**src/rtl/oled_pkg.sv**
```systemverilog
// Shared definitions for the OLED panel power-up/command sequencer:
// state encoding, default timing parameters and the panel init table.
package oled_pkg;

  localparam int unsigned DEF_RESET_CYCLES = 1000;
  localparam int unsigned DEF_INIT_LEN     = 8;
  localparam int unsigned DEF_WRITE_CYCLES = 6;

  typedef enum logic [2:0] {
    RES_LOW    = 3'd0,
    RES_HIGH   = 3'd1,
    INIT_ISSUE = 3'd2,
    INIT_WAIT  = 3'd3,
    IDLE       = 3'd4,
    HOST_WAIT  = 3'd5
  } state_t;

  typedef struct packed {
    logic [7:0] cmd;
    logic [7:0] data;
  } init_entry_t;

  // Panel bring-up table (SSD1306-style). Only the first INIT_LEN entries
  // are replayed; the tail is filled with useful settings and NOPs.
  function automatic init_entry_t init_entry(input logic [3:0] idx);
    init_entry_t e;
    case (idx)
      4'd0:    e = '{cmd: 8'hAE, data: 8'h00};  // display off
      4'd1:    e = '{cmd: 8'hD5, data: 8'h80};  // clock divide
      4'd2:    e = '{cmd: 8'hA8, data: 8'h3F};  // multiplex ratio
      4'd3:    e = '{cmd: 8'hD3, data: 8'h00};  // display offset
      4'd4:    e = '{cmd: 8'h8D, data: 8'h14};  // charge pump on
      4'd5:    e = '{cmd: 8'h20, data: 8'h00};  // horizontal addressing
      4'd6:    e = '{cmd: 8'h81, data: 8'hCF};  // contrast
      4'd7:    e = '{cmd: 8'hAF, data: 8'h00};  // display on
      4'd8:    e = '{cmd: 8'hA1, data: 8'h00};  // segment remap
      4'd9:    e = '{cmd: 8'hC8, data: 8'h00};  // COM scan direction
      4'd10:   e = '{cmd: 8'hDA, data: 8'h12};  // COM pins
      4'd11:   e = '{cmd: 8'hD9, data: 8'hF1};  // precharge
      4'd12:   e = '{cmd: 8'hDB, data: 8'h40};  // VCOMH level
      4'd13:   e = '{cmd: 8'hA4, data: 8'h00};  // follow RAM
      4'd14:   e = '{cmd: 8'hA6, data: 8'h00};  // normal polarity
      default: e = '{cmd: 8'hE3, data: 8'h00};  // NOP
    endcase
    return e;
  endfunction

endpackage

```
**src/rtl/oled_seq_if.sv**
```systemverilog
// Host-side request/acknowledge handshake of the OLED sequencer.
interface oled_seq_if;
  logic       host_req;
  logic [7:0] host_cmd;
  logic [7:0] host_data;
  logic       host_ack;

  modport master (output host_req, output host_cmd, output host_data, input host_ack);
  modport slave  (input host_req, input host_cmd, input host_data, output host_ack);
endinterface

```
**src/rtl/oled_seq.sv**
```systemverilog
// OLED panel sequencer: drives the panel hardware reset, replays the init
// table through the external byte writer, then forwards host writes.
// Host requests are looked ahead one edge so that ack, wr_start and the
// registered byte outputs all appear together in the first IDLE cycle.
module oled_seq
  import oled_pkg::*;
#(
  parameter int unsigned RESET_CYCLES = DEF_RESET_CYCLES,
  parameter int unsigned INIT_LEN     = DEF_INIT_LEN,
  parameter int unsigned WRITE_CYCLES = DEF_WRITE_CYCLES
) (
  input  logic        clk,
  input  logic        rst,
  oled_seq_if.slave   host,
  output logic        ready,
  output logic        busy,
  output logic        oled_res,
  output logic        wr_start,
  output logic [7:0]  wr_command,
  output logic [7:0]  wr_data
);

  localparam logic [15:0] RES_LAST  = 16'(RESET_CYCLES - 1);
  localparam logic [2:0]  WAIT_LAST = 3'(WRITE_CYCLES - 1);
  localparam logic [3:0]  IDX_LAST  = 4'(INIT_LEN - 1);

  state_t      state_r;
  logic [15:0] dly_r;
  logic [2:0]  wait_r;
  logic [3:0]  idx_r;
  logic        ack_r;
  logic        ready_r;
  logic        busy_r;
  logic        res_r;
  logic        start_r;
  logic [7:0]  cmd_r;
  logic [7:0]  data_r;

  logic [3:0]  next_idx_s;
  init_entry_t next_entry_s;

  // Table slot for the next init write: entry 0 after the reset pulse, else the following one
  always_comb begin
    next_idx_s = 4'd0;
    if (state_r == INIT_WAIT) begin
      next_idx_s = idx_r + 4'd1;
    end else begin
      next_idx_s = 4'd0;
    end
    next_entry_s = init_entry(next_idx_s);
  end

  // Sequencer FSM with all outputs registered
  always_ff @(posedge clk or posedge rst) begin
    if (rst) begin
      state_r <= RES_LOW;
      dly_r   <= 16'd0;
      wait_r  <= 3'd0;
      idx_r   <= 4'd0;
      ack_r   <= 1'b0;
      ready_r <= 1'b0;
      busy_r  <= 1'b0;
      res_r   <= 1'b0;
      start_r <= 1'b0;
      cmd_r   <= 8'd0;
      data_r  <= 8'd0;
    end else begin
      start_r <= 1'b0;
      ack_r   <= 1'b0;
      case (state_r)
        RES_LOW: begin
          if (dly_r == RES_LAST) begin
            dly_r   <= 16'd0;
            res_r   <= 1'b1;
            state_r <= RES_HIGH;
          end else begin
            dly_r <= dly_r + 16'd1;
          end
        end
        RES_HIGH: begin
          if (dly_r == RES_LAST) begin
            dly_r   <= 16'd0;
            idx_r   <= 4'd0;
            start_r <= 1'b1;
            busy_r  <= 1'b1;
            cmd_r   <= next_entry_s.cmd;
            data_r  <= next_entry_s.data;
            state_r <= INIT_ISSUE;
          end else begin
            dly_r <= dly_r + 16'd1;
          end
        end
        INIT_ISSUE: begin
          wait_r  <= 3'd0;
          state_r <= INIT_WAIT;
        end
        INIT_WAIT: begin
          if (wait_r == WAIT_LAST) begin
            wait_r <= 3'd0;
            if (idx_r == IDX_LAST) begin
              ready_r <= 1'b1;
              busy_r  <= 1'b0;
              state_r <= IDLE;
              if (host.host_req) begin
                ack_r   <= 1'b1;
                start_r <= 1'b1;
                cmd_r   <= host.host_cmd;
                data_r  <= host.host_data;
              end
            end else begin
              idx_r   <= next_idx_s;
              start_r <= 1'b1;
              cmd_r   <= next_entry_s.cmd;
              data_r  <= next_entry_s.data;
              state_r <= INIT_ISSUE;
            end
          end else begin
            wait_r <= wait_r + 3'd1;
          end
        end
        IDLE: begin
          if (ack_r) begin
            // accepted write is now on its way to the byte writer
            wait_r  <= 3'd0;
            busy_r  <= 1'b1;
            state_r <= HOST_WAIT;
          end else if (host.host_req) begin
            ack_r   <= 1'b1;
            start_r <= 1'b1;
            cmd_r   <= host.host_cmd;
            data_r  <= host.host_data;
          end
        end
        HOST_WAIT: begin
          if (wait_r == WAIT_LAST) begin
            wait_r  <= 3'd0;
            busy_r  <= 1'b0;
            state_r <= IDLE;
            if (host.host_req) begin
              ack_r   <= 1'b1;
              start_r <= 1'b1;
              cmd_r   <= host.host_cmd;
              data_r  <= host.host_data;
            end
          end else begin
            wait_r <= wait_r + 3'd1;
          end
        end
        default: begin
          state_r <= RES_LOW;
          dly_r   <= 16'd0;
          wait_r  <= 3'd0;
          idx_r   <= 4'd0;
          ready_r <= 1'b0;
          busy_r  <= 1'b0;
          res_r   <= 1'b0;
          cmd_r   <= 8'd0;
          data_r  <= 8'd0;
        end
      endcase
    end
  end

  assign host.host_ack = ack_r;
  assign ready         = ready_r;
  assign busy          = busy_r;
  assign oled_res      = res_r;
  assign wr_start      = start_r;
  assign wr_command    = cmd_r;
  assign wr_data       = data_r;

endmodule

```
**src/flat_wrapper.sv**
```systemverilog
// flat-port wrapper written by rule: the top's interface ports become plain ports
module oled_seq_flat import oled_pkg::*;
#(
  parameter int unsigned RESET_CYCLES = DEF_RESET_CYCLES,
  parameter int unsigned INIT_LEN     = DEF_INIT_LEN,
  parameter int unsigned WRITE_CYCLES = DEF_WRITE_CYCLES
)
  (clk, rst, ready, busy, oled_res, wr_start, wr_command, wr_data, host_host_req, host_host_cmd, host_host_data, host_host_ack);
  oled_seq_if host_i ();
  input  logic clk;
  input  logic rst;
  output logic ready;
  output logic busy;
  output logic oled_res;
  output logic wr_start;
  output logic [7:0] wr_command;
  output logic [7:0] wr_data;
  input wire logic [$bits(host_i.host_req)-1:0] host_host_req;
  input wire logic [$bits(host_i.host_cmd)-1:0] host_host_cmd;
  input wire logic [$bits(host_i.host_data)-1:0] host_host_data;
  output wire logic [$bits(host_i.host_ack)-1:0] host_host_ack;
  assign host_i.host_req = host_host_req;
  assign host_i.host_cmd = host_host_cmd;
  assign host_i.host_data = host_host_data;
  assign host_host_ack = host_i.host_ack;
  oled_seq #(.RESET_CYCLES(RESET_CYCLES), .INIT_LEN(INIT_LEN), .WRITE_CYCLES(WRITE_CYCLES)) u_core (.clk(clk), .rst(rst), .host(host_i), .ready(ready), .busy(busy), .oled_res(oled_res), .wr_start(wr_start), .wr_command(wr_command), .wr_data(wr_data));
endmodule
```
**config.mk**
```make
export PLATFORM = sky130hd
export DESIGN_NAME = oled_seq_flat
export DESIGN_NICKNAME = d
export VERILOG_FILES = /design/src/rtl/oled_pkg.sv /design/src/rtl/oled_seq_if.sv /design/src/rtl/oled_seq.sv /design/src/flat_wrapper.sv
export SDC_FILE = /design/constraint.sdc
export NUM_CORES = 1
export LEC_CHECK = 0
export ABC_AREA = 1
export CORE_AREA = 2 2 107 109
export CTS_CLUSTER_DIAMETER = 60
export DETAILED_ROUTE_END_ITERATION = 8
export DIE_AREA = 0 0 109 111
export GPL_TIMING_DRIVEN = 0
export SLEW_MARGIN = 20
export SYNTH_ARGS = -nofsm -noshare
export SYNTH_HDL_FRONTEND = slang
export SYNTH_SLANG_ARGS = --single-unit
```
**constraint.sdc**
```tcl
create_clock -name clk -period 2.71 [get_ports clk]
set_clock_uncertainty 0.1 [all_clocks]
set_input_delay 0.542 -clock clk [delete_from_list [all_inputs] [get_ports clk]]
set_output_delay 0.542 -clock clk [all_outputs]
set_load 0.02 [all_outputs]
```
Word-level counts from Yosys, hierarchy flattened. Memories as Yosys holds them, arrays and structs flattened. Cells that the tools add are included.

Bits in registers: 47. Input port bits: 19. Output and inout port bits: 21. Memories kept: 1. Word-level logic and storage cells: 102. Bits in read-only memories: 256.

Memory list: (name not given) (depth 16, bits a word 16, read ports 1, clocked after Yosys merged registers in 0, wr ports 0, line oled_pkg.sv:27) `case (idx)`.

Add/subtract/negate cells: 3. Mux-type cells: 51. Reduce and logical (&&, ||, !) cells: 15. Bitwise gates (word level): 5. Equal/unequal tests: 16.

Operators by type and width (number): 8-bit 2-to-1 mux (12); 8-bit one-hot mux with 5 select lines (2); 16-bit one-hot mux with 2 select lines (1); 3-bit 2-to-1 mux (8); 3-bit one-hot mux with 6 select lines (1); 16-bit by 1-bit adder with 16-bit output (second input constant) (1); 16-bit by 10-bit == test with 1-bit output (second input constant) (1); 16-bit 2-to-1 mux (1); 4-bit 2-to-1 mux (4); 1-bit 2-to-1 mux (15); 4-bit one-hot mux with 3 select lines (1); 5-bit AND reduction (2); 5-bit OR reduction (2); 3-bit == test (second input constant) (3); 3-bit one-hot mux with 3 select lines (1); 2-bit by 1-bit != test with 1-bit output (second input constant) (4); 2-bit != test (second input constant) (4); 4-bit OR reduction (2); 3-bit by 2-bit == test with 1-bit output (second input constant) (2); 6-bit AND reduction (1); 2-bit OR reduction (3); 1-bit inverter (5); 1-bit one-hot mux with 5 select lines (1); 4-bit by 1-bit adder with 4-bit output (second input constant) (1); other kinds (10) (12).

Longest topological paths before layout. An unclocked memory read counts as a cell.

Word-level depth: 6. Mapped depth: 14. Gate-level depth less buffers: 12.

Least setup slack after synthesis. OpenSTA, ideal clock, no wires.

Path type: reg-to-reg. Start point: register u_core.state_r[2]. End point: register u_core.cmd_r[6], in the netlist u_core.wr_command[6]. Period minus slack after synthesis: 1.988 ns. Required time: 2.494 ns. Arrival: 1.771 ns. Cell stages (with the launch flop): 13. Library setup time: 0.116 ns. Buffers on the path: 1. Slack: 0.722 ns. Cells stage by stage: dfrtp_1 nor2_2 buf_6 nand2_1 ha_1 inv_1 nand3_1 nand2_1 nand2_1 nand2_1 nand2_1 nand2_1 nand2_1.

Cells in the longest elaborated chain, start to end: 6. Elaborated cells on any way between the ends: 19. Those cells by class: 9 x eq/ne; 5 x mux; 1 x bitwise; 3 x reduce/logical; 1 x memory.

Ends and longest elaborated chain: start: declaration (line oled_seq.sv:27) `state_t state_r;`; start signal: assignment (line oled_seq.sv:56) `state_r <= RES_LOW;`; start signal: assignment (line oled_seq.sv:75) `state_r <= RES_HIGH;`; start signal: assignment (line oled_seq.sv:88) `state_r <= INIT_ISSUE;`; 3-bit by 2-bit == test with 1-bit output (line oled_seq.sv:45, oled_seq.sv:70); 4-bit 2-to-1 mux (line oled_seq.sv:45) `if (state_r == INIT_WAIT) begin`; memory 16 x 16 bit; 8-bit 2-to-1 mux (line oled_seq.sv:100) `if (idx_r == IDX_LAST) begin`; 8-bit 2-to-1 mux (line oled_seq.sv:98) `if (wait_r == WAIT_LAST) begin`; 8-bit one-hot mux with 5 select lines (line oled_seq.sv:70) `case (state_r)`; end signal: assignment (line oled_seq.sv:86) `cmd_r <= next_entry_s.cmd;`; end signal: assignment (line oled_seq.sv:107) `cmd_r <= host.host_cmd;`; end signal: assignment (line oled_seq.sv:113) `cmd_r <= next_entry_s.cmd;`; end: declaration (line oled_seq.sv:36) `logic [7:0] cmd_r;`.

Several ways; a longest one is shown, not always the timed one. The select of a mux whose other input is x is not followed. A chain may end at the register's enable or synchronous reset.

Worst setup path in the final report. Same ends and word-level chain as after synthesis.

==> summary.txt <==
Synthesis
  – Combined area of all synthesized cells: 3230 um^2
  – Yosys synthesis warning count: 0
  – Sequential cell area fraction in the yosys report: 36.4%
  – Avg Cell Area, Syn: 6.97 um^2
  – Synth top area cells: sky130_fd_sc_hd__dfrtp_1, sky130_fd_sc_hd__nand2_1, sky130_fd_sc_hd__nand3_1
  – Synthesized instance count: 463
  – Top-area cell type share of the netlist area: 36.4%
  – Library cell with the largest summed area after synthesis: sky130_fd_sc_hd__dfrtp_1
  – Distinct cell type count of the synthesized netlist: 38
  – Number of nets in the synthesized netlist: 490
  – Number of register bits inferred by synthesis: 47

GRT
  – Overall overflow remaining after global route: 0
  – Overall routing resource usage: 14.8%
  – Wire length of the first global-routing pass: 14.6 mm
  – Antenna violations before repair: 0
  – Number of global-route vias before repair: 3009
  – Maximum number of pins on one net before global-route repair: 25

STA
  – RSZ-0062 raised after global routing: no
  – Worst hold-check slack: 0.400 ns
  – Least-Margin Pin Slew: 0.539 ns
  – Tcrit/Tclk final: 85.8%
  – Post-layout min period: 2.33 ns
  – Number of endpoints failing setup at the final stage: 0
  – Hold Vio Cnt, Final: 0
  – Final Slew Violations: 0
  – Final critical-path setup slack: 0.384 ns
  – Relative slew slack: 64.0%
  – Achievable clock frequency: 430 MHz

Final layout
  – Most common cell after layout, fill and taps aside: sky130_fd_sc_hd__nand2_1
  – Commonest cells after routing, fill and taps aside: sky130_fd_sc_hd__nand2_1, sky130_fd_sc_hd__nor2_1, sky130_fd_sc_hd__dfrtp_1
  – Filler cell count in the final layout: 1180
  – Area grow syn2layout: 22.8%
  – Finished Layout Cells: 653
  – Ant diodes: 0
  – Area used by sequential logic in the layout: 1180 um^2
  – Final Net Count: 536
  – Final core utilization: 35.8%
  – Multi-input combinational cell area: 1820 um^2
  – Layout cell share with drive strength beyond 1: 10.6%

Min path
  – Worst hold path type: reg2reg

Route
  – Met1 wire length: 4.07 mm
  – Routed length on met2: 3.94 mm
  – Vias per cell: 4.69
  – Initial detailed-routing violation count: 277
  – Highest routed metal layer: met4
  – Router iterations before antenna repair: 4
  – Post-route DRC: 0
  – WL final: 8.42 mm
  – Routed length on met3: 375 um
  – DR WL/cell: 12.9 um
  – Detailed-route via count: 3062
  – Count of antenna-violating nets left after detailed routing: 0

Placed design
  – Final HPWL DP: 6.38 mm
  – Global placer's final weighted congestion: 0.886
  – Worst setup slack after placement: 0.391 ns
  – Number of cells after detailed placement: 645
  – IO Port Bufs: 38

Power
  – PwrDens: 358 nW/um^2
  – Peak VDD IR: 0.000286 V
  – Reported leakage power: 0.00185 uW

Floorplanning
  – DIE AREA: 12100 um^2
  – Area of the core region: 11100 um^2
  – Die height: 111 um
  – Number of rows created at floorplan: 39
  – Die boundary width: 109 um
  – Initial cell density of the core: 29.1%
  – Top-level port count: 40

Clock network
  – Hold buffer count at cts: 0
  – Clock latency of the later-clocked register in the worst-skew pair: 0.29 ns
  – CTS Sinks: 47
  – H-tree depth: 2
  – Number of buffers inserted during clock tree synthesis: 5
  – Number of buffers added for setup after CTS: 0
  – CTS tree: done
  – CTS Root Buffer Type: sky130_fd_sc_hd__clkbuf_16
  – Count of cells resized by post-cts repair: 0
  – Clk pin slew, worst setup/hold paths: 0.06 ns
  – Maximum number of buffers from clock root to sink: 2

Worst setup path
  – Largest fanout on the critical path: 10
  – Data arrival time of the critical path: 2.41 ns
  – CP startpoint kind: register
  – Kind of capture point of the worst setup path: register
  – Required time reported for the critical path endpoint: 2.79 ns
  – Category of the critical setup timing path: reg2reg

Outcome
  – Status: complete, no violations

Job
  – MaxCap Viol Count: 0
-- synthesized netlist by cell type --
| cell | number |
|---|---|
| sky130_fd_sc_hd__o21ai_4 | 1 |
| sky130_fd_sc_hd__o21a_1 | 1 |
| sky130_fd_sc_hd__inv_2 | 5 |
| sky130_fd_sc_hd__a22oi_1 | 1 |
| sky130_fd_sc_hd__buf_4 | 3 |
| sky130_fd_sc_hd__a31oi_1 | 1 |
| sky130_fd_sc_hd__mux2i_1 | 1 |
| sky130_fd_sc_hd__a21oi_4 | 1 |
| sky130_fd_sc_hd__inv_4 | 1 |
| sky130_fd_sc_hd__a21oi_1 | 7 |
| sky130_fd_sc_hd__o41ai_1 | 1 |
| sky130_fd_sc_hd__o21ai_0 | 32 |
| sky130_fd_sc_hd__a21oi_2 | 1 |
| sky130_fd_sc_hd__clkinv_1 | 1 |
| sky130_fd_sc_hd__inv_1 | 35 |
| sky130_fd_sc_hd__o211ai_1 | 2 |
| sky130_fd_sc_hd__buf_2 | 3 |
| sky130_fd_sc_hd__ha_1 | 8 |
| sky130_fd_sc_hd__nand4_1 | 6 |
| sky130_fd_sc_hd__buf_6 | 3 |
| sky130_fd_sc_hd__nor3_1 | 8 |
| sky130_fd_sc_hd__o21ai_2 | 1 |
| sky130_fd_sc_hd__nand3_2 | 3 |
| sky130_fd_sc_hd__nand2_4 | 4 |
| sky130_fd_sc_hd__o21ai_1 | 8 |
| sky130_fd_sc_hd__nor2_2 | 12 |
| sky130_fd_sc_hd__nor2_1 | 48 |
| sky130_fd_sc_hd__dfrtp_1 | 47 |
| sky130_fd_sc_hd__nor2_4 | 1 |
| sky130_fd_sc_hd__nor3_4 | 1 |
| sky130_fd_sc_hd__nand3_1 | 38 |
| sky130_fd_sc_hd__nand2_2 | 2 |
| sky130_fd_sc_hd__nand3_4 | 2 |
| sky130_fd_sc_hd__nor2_8 | 1 |
| sky130_fd_sc_hd__clkbuf_1 | 1 |
| sky130_fd_sc_hd__nand2_1 | 163 |
| sky130_fd_sc_hd__xor2_1 | 6 |
| sky130_fd_sc_hd__o22ai_1 | 3 |
-- critical path, stage by stage (launching register included) --
cell and delay (ns):
sky130_fd_sc_hd__dfrtp_1 0.50, sky130_fd_sc_hd__nor2_2 0.24, sky130_fd_sc_hd__buf_6 0.18, sky130_fd_sc_hd__nand2_1 0.17
sky130_fd_sc_hd__ha_1 0.38, sky130_fd_sc_hd__inv_1 0.06, sky130_fd_sc_hd__nand3_1 0.14, sky130_fd_sc_hd__nand2_1 0.12
sky130_fd_sc_hd__nand2_1 0.06, sky130_fd_sc_hd__nand2_1 0.11, sky130_fd_sc_hd__nand2_1 0.06, sky130_fd_sc_hd__nand2_1 0.05
sky130_fd_sc_hd__nand2_1 0.04
-- final cells by class --
type | instances | share of cell area, %
well taps | 143 | 4.51
multi-input cells | 364 | 45.8
clock buffers | 8 | 3.95
plain buffers | 10 | 1.89
inverters | 42 | 4.04
flip-flops and latches | 47 | 29.7
repair buffers | 39 | 10.1
-- flip-flops by register name (all words and copies together) (netlist names) --
name and cells:
u_core.wr_command 8, u_core.state_r 3, u_core.ready 1, u_core.wr_start 1, u_core.idx_r 4, u_core.host.host_ack 1, u_core.dly_r 16, u_core.wait_r 3
u_core.busy 1, u_core.wr_data 8, u_core.oled_res 1
-- metal layers --
metal	vias up	track usage [%]
met5	-	0
met4	0	3.25
met3	5	2.35
met2	70	23.3
met1	1407	21.2
li1	1580	-
-- cells by family (layout without fill, tap and decap cells) --
logic type,Yosys count,after routing,share of synthesized area [%]
adders and majority gates,8,8,3.10
xor gates and xnor gates,6,6,1.63
AOI/OAI and AO/OA,60,60,10.8
buffers and inverters,52,99,7.29
muxes,1,1,0.310
DFF,47,47,36.4
and+or+nand+nor,289,289,40.4
-- metrics by stage --
step | power, uW | TNS, ns | area, um^2
floorplan | 738 | 0 | 3230
global placement | 773 | -5.38 | 3790
detailed placement | 777 | 0 | 3810
CTS | 1440 | 0 | 3960
global route | 1470 | 0 | 3960
finish | 1420 | 0 | 3960
-- path summary, 6_finish.rpt --
check                             startpoint                    to  slack [ns]  cells past startpoint
min reg2reg                      u_core.busy           u_core.busy        0.40                      2
min in group asynchronous                rst  u_core.wr_command[1]        0.52                      2
max reg2reg                u_core.state_r[2]  u_core.wr_command[6]        0.38                     12
min                              u_core.busy           u_core.busy        0.40                      2
max in group asynchronous                rst     u_core.state_r[1]        1.48                      3
max                        u_core.state_r[2]  u_core.wr_command[6]        0.38                     12
-- report_power, final --
group	total, uW	internal, uW	switching, uW
clock	658	393	264
combinational	60.4	28.9	31.5
sequential	701	701	0
Power figures use the tool's default switching activity.
